--- config.mk ---
export PLATFORM = sky130hd
export DESIGN_NAME = priority_encode_pipelined
export DESIGN_NICKNAME = d
export VERILOG_FILES = /design/src/rtl/dts_search_pkg.sv /design/src/rtl/pe_radix4_cell.sv /design/src/rtl/priority_encode_pipelined.sv
export SDC_FILE = /design/constraint.sdc
export NUM_CORES = 1
export LEC_CHECK = 0
export BUFFER_PORTS_ARGS = -buffer_cell sky130_fd_sc_hd__buf_2
export CAP_MARGIN = 10
export CORE_MARGIN = 3
export CORE_UTILIZATION = 25
export CTS_CLUSTER_SIZE = 8
export DETAILED_ROUTE_END_ITERATION = 8
export PLACE_DENSITY_LB_ADDON = 0.2
export SLEW_MARGIN = 30
export SYNTH_ARGS = -nofsm -noshare
export SYNTH_HDL_FRONTEND = slang
export SYNTH_SLANG_ARGS = --single-unit
--- constraint.sdc ---
create_clock -name clk -period 1.22 [get_ports clk]
set_input_delay 0.122 -clock clk [delete_from_list [all_inputs] [get_ports clk]]
set_output_delay 0.122 -clock clk [all_outputs]
set_load 0.03 [all_outputs]
--- src/rtl/dts_search_pkg.sv ---
// Shared constants for the radix-4 search/priority datapaths.
// Radix, bits consumed per reduction stage, and the padded input width helper.
package dts_search_pkg;

    localparam int RADIX          = 4;
    localparam int BITS_PER_STAGE = 2;

    function automatic int padded_width(input int stages);
        return 1 << (BITS_PER_STAGE * stages);
    endfunction

endpackage

--- src/rtl/pe_radix4_cell.sv ---
// Combinational 4:1 reduction of (found, partial index) lanes.
// Lane layout is {partial_index, found}; output lane is {group, partial_index, found}.
module pe_radix4_cell
    import dts_search_pkg::*;
#(
    parameter int PIW = 0
) (
    input  logic [RADIX*(PIW+1)-1:0]    lane_i,
    output logic [PIW+BITS_PER_STAGE:0] lane_o
);

    localparam int LW = PIW + 1;

    logic [RADIX-1:0]          hit;
    logic [BITS_PER_STAGE-1:0] sel;
    logic                      any;

    // Scan high to low so the lowest-numbered hitting group wins.
    always_comb begin
        sel = '0;
        for (int g = 0; g < RADIX; g++) begin
            hit[g] = lane_i[g*LW];
        end
        any = |hit;
        for (int g = RADIX - 1; g >= 0; g--) begin
            if (hit[g]) begin
                sel = g[BITS_PER_STAGE-1:0];
            end
        end
    end

    // A lane without a hit always carries index 0, so sel=0 on a miss keeps that invariant.
    if (PIW > 0) begin : g_idx
        logic [PIW-1:0] sub;

        always_comb begin
            sub = '0;
            for (int g = 0; g < RADIX; g++) begin
                if (sel == g[BITS_PER_STAGE-1:0]) begin
                    sub = lane_i[g*LW+1 +: PIW];
                end
            end
        end

        assign lane_o = {sel, sub, any};
    end else begin : g_leaf
        assign lane_o = {sel, any};
    end

endmodule

--- src/rtl/priority_encode_pipelined.sv ---
// Pipelined radix-4 lowest-set-bit encoder with valid/ready flow control.
// Optional PRIORITY_ENCODE_MISS_COUNT_EN adds a saturating miss_count output.
module priority_encode_pipelined
    import dts_search_pkg::*;
#(
    parameter int WIDTH  = 13,
    parameter int STAGES = 2
) (
    input  logic                     clk,
    input  logic                     reset,
    input  logic                     in_valid,
    output logic                     in_ready,
    input  logic [WIDTH-1:0]         in,
    output logic                     out_valid,
    input  logic                     out_ready,
    output logic [$clog2(WIDTH)-1:0] index,
    output logic                     found
`ifdef PRIORITY_ENCODE_MISS_COUNT_EN
    ,
    output logic [15:0]              miss_count
`endif
);

    localparam int PADDED_WIDTH = padded_width(STAGES);
    localparam int IW           = $clog2(WIDTH);
    localparam int OUT_LW       = BITS_PER_STAGE * STAGES + 1;

    logic                    advance;
    logic [PADDED_WIDTH-1:0] in_pad;
    logic [OUT_LW-1:0]       last_lane;
    logic                    last_valid;

    assign advance  = !last_valid || out_ready;
    assign in_ready = advance;

    always_comb begin
        in_pad            = '0;
        in_pad[WIDTH-1:0] = in;
    end

    for (genvar s = 0; s < STAGES; s++) begin : g_stg
        localparam int PIW  = BITS_PER_STAGE * s;
        localparam int LIN  = PIW + 1;
        localparam int LOUT = PIW + BITS_PER_STAGE + 1;
        localparam int GOUT = PADDED_WIDTH >> (BITS_PER_STAGE * (s + 1));

        logic [RADIX*GOUT*LIN-1:0] lanes_in;
        logic                      valid_in;
        logic [GOUT*LOUT-1:0]      lanes_red;
        logic [GOUT*LOUT-1:0]      lanes_d;
        logic [GOUT*LOUT-1:0]      lanes_q;
        logic                      valid_d;
        logic                      valid_q;

        if (s == 0) begin : g_first
            assign lanes_in = in_pad;
            assign valid_in = in_valid;
        end else begin : g_next
            assign lanes_in = g_stg[s-1].lanes_q;
            assign valid_in = g_stg[s-1].valid_q;
        end

        for (genvar g = 0; g < GOUT; g++) begin : g_cell
            pe_radix4_cell #(
                .PIW (PIW)
            ) u_cell (
                .lane_i (lanes_in[g*RADIX*LIN +: RADIX*LIN]),
                .lane_o (lanes_red[g*LOUT +: LOUT])
            );
        end

        // All stages move together; bubbles shift like words and are never squeezed out.
        always_comb begin
            valid_d = valid_q;
            lanes_d = lanes_q;
            if (advance) begin
                valid_d = valid_in;
                lanes_d = lanes_red;
            end
        end

        always_ff @(posedge clk or posedge reset) begin
            if (reset) begin
                valid_q <= 1'b0;
                lanes_q <= '0;
            end else begin
                valid_q <= valid_d;
                lanes_q <= lanes_d;
            end
        end
    end

    assign last_valid = g_stg[STAGES-1].valid_q;
    assign last_lane  = g_stg[STAGES-1].lanes_q;

    assign out_valid = last_valid;
    assign found     = last_valid & last_lane[0];
    assign index     = last_valid ? last_lane[IW:1] : '0;

`ifdef PRIORITY_ENCODE_MISS_COUNT_EN
    logic [15:0] miss_count_d;
    logic [15:0] miss_count_q;

    always_comb begin
        miss_count_d = miss_count_q;
        if (last_valid && out_ready && !last_lane[0] && (miss_count_q != 16'hFFFF)) begin
            miss_count_d = miss_count_q + 16'd1;
        end
    end

    always_ff @(posedge clk or posedge reset) begin
        if (reset) begin
            miss_count_q <= '0;
        end else begin
            miss_count_q <= miss_count_d;
        end
    end

    assign miss_count = miss_count_q;
`endif

endmodule

==> impl_summary.log, run 1 <==
INFO  metric timing.critical_path.fanout_max = 6
INFO  metric synth-warning-count = 0
INFO  metric vdd_ir_max = 0.000557 V
INFO  metric final_antenna_net_count = 0
INFO  metric wl_per_cell = 11.6 um
INFO  metric cellLeakagePower = 0.542 nW
INFO  metric synth_top_cells_by_count = 17 x sky130_fd_sc_hd__dfrtp_1, 15 x sky130_fd_sc_hd__nand2_1, 8 x sky130_fd_sc_hd__inv_1, 8 x sky130_fd_sc_hd__nor2_1
INFO  metric drive_gt1_share = 39.2%
INFO  metric multiInputGateArea = 337 um2
INFO  metric critPathKind = flip-flop to flip-flop
INFO  metric setup.worst_path.end_class = flip-flop
INFO  metric nature_of_the_critical_path_startpoint = flip-flop
INFO  metric htree_levels = 1
INFO  metric finalCritPeriodShare = 115%
INFO  metric die_h = ~62 um
INFO  metric dp.final_hpwl = roughly 1.4 mm
INFO  metric syn_area = about 780 um2
INFO  metric area_delta_synth_final = 44.3%
INFO  metric die_area = 3850 um2
INFO  metric period_needed = ~1400 ps
INFO  metric num-fill-cells = 292
INFO  metric insertion_delay_of_the_later_clocked_pin_in_the_worst_skew_pair = 290 ps
INFO  metric postSynthCellCount = between 80 and 90
INFO  metric synth-seq-area-share = 54.2%
INFO  metric num_vias = approximately 700
INFO  metric crit_required = approximately 1400 ps
INFO  metric std_cell_core_area = 2880 um2
INFO  metric hold_path.class = primary input to flip-flop
INFO  metric tritoncts_num_sinks = 17
INFO  metric final_routed_drc_violation_total = 0
INFO  metric fmax = 0.713 GHz
INFO  metric synth.lib_cells_used.distinct = 18
INFO  metric worstPathArrival = about 1600 ps
INFO  metric relSlewSlack = roughly four fifths
INFO  metric drt-initial-drc-count = 14
INFO  metric numCtsBuffers = 3
INFO  metric synth_flop_cell = sky130_fd_sc_hd__dfrtp_1
INFO  metric slew_viol_final = 0
INFO  metric grt_first_pass_wirelength = 2.96 mm
INFO  metric share_of_flip_flops_with_an_asynchronous_set_or_reset = 100%
INFO  metric finalSetupViolCount = 14
INFO  metric avgSynthCellArea = 9.23 um2
INFO  metric highest_layer = met4
INFO  metric final.setup.worst_slack = -183 ps
INFO  metric status = finished with violations
INFO  metric clock_power_share = 22.7%
INFO  metric power.switching = approximately 0.4 mW
INFO  metric endpoints_failing_hold = 0
INFO  metric drt_wl_total = 1.87 mm
INFO  metric final.setup_skew = 3.58 ps
INFO  metric grt_overflow = 0
INFO  metric clk_pin_slew_worst_paths = 100 ps
INFO  metric antenna-diode-count = 0
INFO  metric largest_net_degree_at_the_start_of_global_routing = 18
INFO  metric drt-pass1-iter-count = 5
INFO  metric failed_checks = setup timing
INFO  metric grt_antenna_before_repair = 0
INFO  metric synth.ff_latch_count = 17
INFO  metric starting_density = about 27%
INFO  metric placed_cells = 154
INFO  metric seq_area = approximately 430 um2
INFO  metric placement.io_buffers = 23
INFO  metric netlist.top_cell.by_area = sky130_fd_sc_hd__dfrtp_1
INFO  metric post-synth-top-count-cell = sky130_fd_sc_hd__dfrtp_1
INFO  metric instances_no_fill = between 150 and 200
INFO  metric synth-edff-count = 0
INFO  metric seq_power_share = 49.2%
INFO  metric tritoncts = built
INFO  metric detailroute.wirelength.met3 = 115 um
INFO  metric gp_congestion = between 0.8 and 0.9
INFO  metric grt_setup_unrepaired = true
INFO  metric die-width = about 62 um
INFO  metric worst-slew-pin-transition = slightly below 300 ps
INFO  metric routed-wl-met2 = 817 um
INFO  metric grt.total_usage = a little over a tenth
INFO  metric synth_fp_nets = between 100 and 150
INFO  metric floorplan.io_pins = 24
INFO  metric fraction_of_the_core_area_covered_by_cells_at_the_end_of_the_flow = 39.4%
INFO  metric grt_pass1_vias = 678
INFO  metric placement_rows = 19
INFO  metric timing.max_cap.violations = 0
INFO  metric p_int = 0.930 mW
INFO  metric netlist_top_cells_area = sky130_fd_sc_hd__dfrtp_1 54%, sky130_fd_sc_hd__nand2_1 7.2%, sky130_fd_sc_hd__a31oi_1 4.0%
INFO  metric wirelength_met1 = 922 um
INFO  metric power_per_cell_area = 1170 nW/um2
INFO  metric detail_route.vias_per_cell = 4.36
INFO  metric cts-root-buf = sky130_fd_sc_hd__clkbuf_4
INFO  metric power.share.switching = ~30%
INFO  metric max-clock-path-buffers = 2
INFO  metric yosysTopAreaCellShare = 54.2%
INFO  metric combPwrFrac = 28.1%
INFO  metric finalNetCount = 138
logic make-up after synthesis:
family,synth area share (%)
AO/OA/AOI/OAI,18.2
buffers and inverters,6.54
flip-flops,54.2
AND/OR/NAND/NOR,21.1
per-stage QoR:
| step | hold WS [ps] | worst slack (ps) | cell area, um2 | power [mW] | setup TNS [ps] |
|---|---|---|---|---|---|
| after detailed placement | 144 | -59.4 | 985 | 0.954 | -177 |
| final | 16.1 | -183 | 1130 | 1.33 | -815 |
| after floorplan | 48.0 | -233 | 792 | 0.842 | -864 |
| after CTS | 4.56 | -183 | 1130 | 1.35 | -1240 |
| after global placement | 148 | -26.6 | 985 | 0.950 | -78.5 |
| after global routing | 17.0 | -220 | 1130 | 1.40 | -1690 |
layer usage:
layer	vias up	global-route usage (%)
met5	-	0
met4	0	2.73
met3	2	4.55
met2	20	18.2
met1	325	13.1
li1	360	-
repair_timing:
item | 4_1_cts | 5_1_grt
endpoints found under the hold margin | 17 | 0
resized for setup | 22 | 3
hold buffers | 1 | 0
pin swaps | 0 | 0
endpoints found under the setup margin | 9 | 17
setup buffers | 4 | 0
layout make-up:
type / instances / area share [%]
Clock buffer: 4 / 2.32
Inverter: 8 / 2.98
Multi-Input combinational cell: 57 / 29.7
Sequential cell: 17 / 37.7
Tap cell: 42 / 4.64
Timing Repair Buffer: 34 / 22.7
power groups by stage:
stage,Combinational [mW],Sequential [mW],Clock [mW]
floorplan,0.176,0.666,0
global placement,0.288,0.662,0
global route,0.410,0.661,0.325
CTS,0.382,0.654,0.316
detailed placement,0.289,0.665,0
finish,0.373,0.653,0.302
cell usage in the layout, fill, tap and decap left out, types with 5 or more instances in the layout:
cell type / n
sky130_fd_sc_hd__nor2_1: 8
sky130_fd_sc_hd__buf_4: 9
sky130_fd_sc_hd__nand2_1: 14
sky130_fd_sc_hd__buf_2: 16
sky130_fd_sc_hd__buf_6: 7
sky130_fd_sc_hd__dfrtp_1: 16
sky130_fd_sc_hd__o21ai_0: 5
sky130_fd_sc_hd__inv_1: 6
worst paths after layout:
kind | endpoint | depth (start not counted) | slack (ps) | from
max in group asynchronous | out_valid$_DFFE_PP0P_ | 4 | 650 | reset
max reg2reg | g_stg[0].lanes_q[6]$_DFFE_PP0P_ | 4 | -180 | out_valid$_DFFE_PP0P_
min | g_stg[0].lanes_q[4]$_DFFE_PP0P_ | 2 | 20 | in[4]
max | g_stg[0].lanes_q[6]$_DFFE_PP0P_ | 4 | -180 | out_valid$_DFFE_PP0P_
min reg2reg | g_stg[0].valid_q$_DFFE_PP0P_ | 2 | 470 | g_stg[0].valid_q$_DFFE_PP0P_
min in group asynchronous | g_stg[0].lanes_q[8]$_DFFE_PP0P_ | 4 | 360 | reset
sequential cells by signal, indices dropped and copies added (netlist names):
signal / cells
g_stg.lanes_q: 15
g_stg.valid_q: 1
out_valid: 1
critical path: stages (launching register included):
cell and delay (ps):
sky130_fd_sc_hd__dfrtp_2 410, sky130_fd_sc_hd__nor2b_4 160, sky130_fd_sc_hd__buf_12 130, sky130_fd_sc_hd__or3_4 320
sky130_fd_sc_hd__o32a_1 280
No activity file was read; power rests on OpenSTA's default activity.
==> inputs of run 2 (changes only) <==
--- a/config.mk
+++ b/config.mk
@@ -12,6 +12,7 @@
 export CTS_CLUSTER_SIZE = 8
 export DETAILED_ROUTE_END_ITERATION = 8
 export PLACE_DENSITY_LB_ADDON = 0.2
+export RECOVER_POWER = 50
 export SLEW_MARGIN = 30
 export SYNTH_ARGS = -nofsm -noshare
 export SYNTH_HDL_FRONTEND = slang
==> impl_summary.log, run 2 (synthesis gave the netlist of run 1 again) <==
INFO  metric status = finished with violations
INFO  metric failed_checks = setup timing
INFO  metric htree_levels = 1
INFO  metric slew_viol_final = 0
INFO  metric crit_required = 1400 ps
INFO  metric num_vias = a little over 700
INFO  metric instances_no_fill = 162
INFO  metric tritoncts_num_sinks = 17
INFO  metric final.setup.worst_slack = -183 ps
INFO  metric worstPathArrival = 1580 ps
INFO  metric final.setup_skew = 2.96 ps
INFO  metric timing.critical_path.fanout_max = 6
INFO  metric placement_rows = 19
INFO  metric final_cell_mix = 16 x sky130_fd_sc_hd__dfrtp_1, 16 x sky130_fd_sc_hd__buf_2, 14 x sky130_fd_sc_hd__nand2_1, 8 x sky130_fd_sc_hd__nor2_1, 8 x sky130_fd_sc_hd__buf_4
INFO  metric std_cell_core_area = 2880 um2
INFO  metric placed_cells = ~150
INFO  metric drive_gt1_share = 39.2%
INFO  metric wl_per_cell = approximately 12 um
INFO  metric preCtsSetupSlack = -59.4 ps
INFO  metric die_area = slightly below 4000 um2
INFO  metric tritoncts = built
INFO  metric worst-slew-pin-transition = between 400 and 500 ps
INFO  metric drt_wl_total = between 1.5 and 2 mm
INFO  metric insertion_delay_of_the_later_clocked_pin_in_the_worst_skew_pair = 290 ps
INFO  metric nature_of_the_critical_path_startpoint = flip-flop
INFO  metric setup.worst_path.end_class = flip-flop
INFO  metric largest_net_degree_at_the_start_of_global_routing = 18
INFO  metric cts-root-buf = sky130_fd_sc_hd__clkbuf_4
INFO  metric die_h = 62.0 um
INFO  metric area_delta_synth_final = 44.0%
INFO  metric starting_density = 27.3%
INFO  metric largest_register_ffs = 15
INFO  metric detail_route.vias_per_cell = 4.36
INFO  metric die-width = 62.0 um
INFO  metric grt_overflow = 0
INFO  metric gp_congestion = 0.809
INFO  metric placement.io_buffers = 23
INFO  metric vdd_ir_max = 0.000555 V
INFO  metric drt-initial-drc-count = 14
INFO  metric final_routed_drc_violation_total = 0
INFO  metric final_antenna_net_count = 0
INFO  metric numCtsBuffers = 3
INFO  metric power_per_cell_area = 1170 nW/um2
INFO  metric timing.max_cap.violations = 0
INFO  metric clk_pin_slew_worst_paths = 100 ps
INFO  metric dp.final_hpwl = 1.40 mm
INFO  metric drt-pass1-iter-count = 5
INFO  metric grt_antenna_before_repair = 0
INFO  metric finalNetCount = 138
INFO  metric hold_path.class = primary input to flip-flop
INFO  metric grt_first_pass_wirelength = between 2 and 3 mm
INFO  metric grt.total_usage = 11.0%
INFO  metric grt_setup_unrepaired = true
INFO  metric max-clock-path-buffers = 2
INFO  metric antenna-diode-count = 0
INFO  metric grt_pass1_vias = 678
INFO  metric finalCritPeriodShare = 115%
INFO  metric fmax = 0.713 GHz
INFO  metric top_register_by_number_of_flip_flops = g_stg.lanes_q
INFO  metric endpoints_failing_hold = 0
INFO  metric floorplan.io_pins = 24
INFO  metric period_needed = 1400 ps
INFO  metric relSlewSlack = 71.1%
INFO  metric critPathKind = flip-flop to flip-flop
INFO  metric finalSetupViolCount = 14
INFO  metric cellLeakagePower = 0.541 nW
## run 2: cell types whose count changed in the layout (fill, tap and decap cells not counted), sizes merged
cell and change:
clkbuf +1, buf -1
## run 2: path summary, 6_finish.rpt
kind	start	endpoint	slack, ps	depth (start not counted)
setup reg to reg	out_valid$_DFFE_PP0P_	g_stg[0].lanes_q[6]$_DFFE_PP0P_	-180	4
max in group asynchronous	reset	out_valid$_DFFE_PP0P_	460	4
hold reg to reg	g_stg[0].valid_q$_DFFE_PP0P_	g_stg[0].valid_q$_DFFE_PP0P_	470	2
hold / removal	in[0]	g_stg[0].lanes_q[1]$_DFFE_PP0P_	20	2
min in group asynchronous	reset	g_stg[0].lanes_q[8]$_DFFE_PP0P_	440	4
setup / recovery	out_valid$_DFFE_PP0P_	g_stg[0].lanes_q[6]$_DFFE_PP0P_	-180	4
## run 2: worst max-delay path, stage by stage (launching register included)
cell and delay [ps]:
sky130_fd_sc_hd__dfrtp_2 410, sky130_fd_sc_hd__nor2b_4 160, sky130_fd_sc_hd__buf_12 130, sky130_fd_sc_hd__or3_4 320, sky130_fd_sc_hd__o32a_1 280
## run 2: cell type report
type / count / area, um2
fillers: 293 / 1750
flip-flops and latches: 17 / 427
multi-input cells: 57 / 337
repair buffers: 34 / 254
well taps: 42 / 52.6
inverters: 8 / 33.8
clock buffers: 4 / 26.3
## run 2: report_power, final
group          internal, mW  total (mW)  switching [mW]
Clock                 0.127       0.301           0.174
Sequential            0.617       0.653          0.0359
Combinational         0.184       0.372           0.188
## run 2: timing repair
action / in CTS / in global routing
hold buffers: 1 / 0
setup endpoints to repair: 9 / 17
hold endpoints to repair: 17 / 0
resized for setup: 22 / 3
buffers inserted: 4 / 0
gates cloned: 0 / 0
pin swaps: 0 / 0
## run 2: per-layer routing
metal | global-route usage (%) | up-vias | share of wire, %
met4 | 2.73 | 0 | 1.0
met2 | 18.2 | 20 | 44
li1 | - | 360 | -
met1 | 13.1 | 324 | 49
met3 | 4.55 | 2 | 6.1
met5 | 0 | - | 0
## run 2: metrics by stage
| step | TNS (ps) | power [mW] | hold slack, ps | instance area [um2] | utilization [%] |
|---|---|---|---|---|---|
| 5_1_grt | -1690 | 1.40 | 17.0 | 1130 | 39.3 |
| 2_1_floorplan | -864 | 0.842 | 48.0 | 792 | - |
| 3_3_place_gp | -78.5 | 0.950 | 148 | 985 | 34.2 |
| 6_report | -806 | 1.33 | 16.3 | 1130 | 39.3 |
| 3_5_place_dp | -177 | 0.954 | 144 | 985 | 34.2 |
| 4_1_cts | -1240 | 1.35 | 4.56 | 1130 | 39.2 |
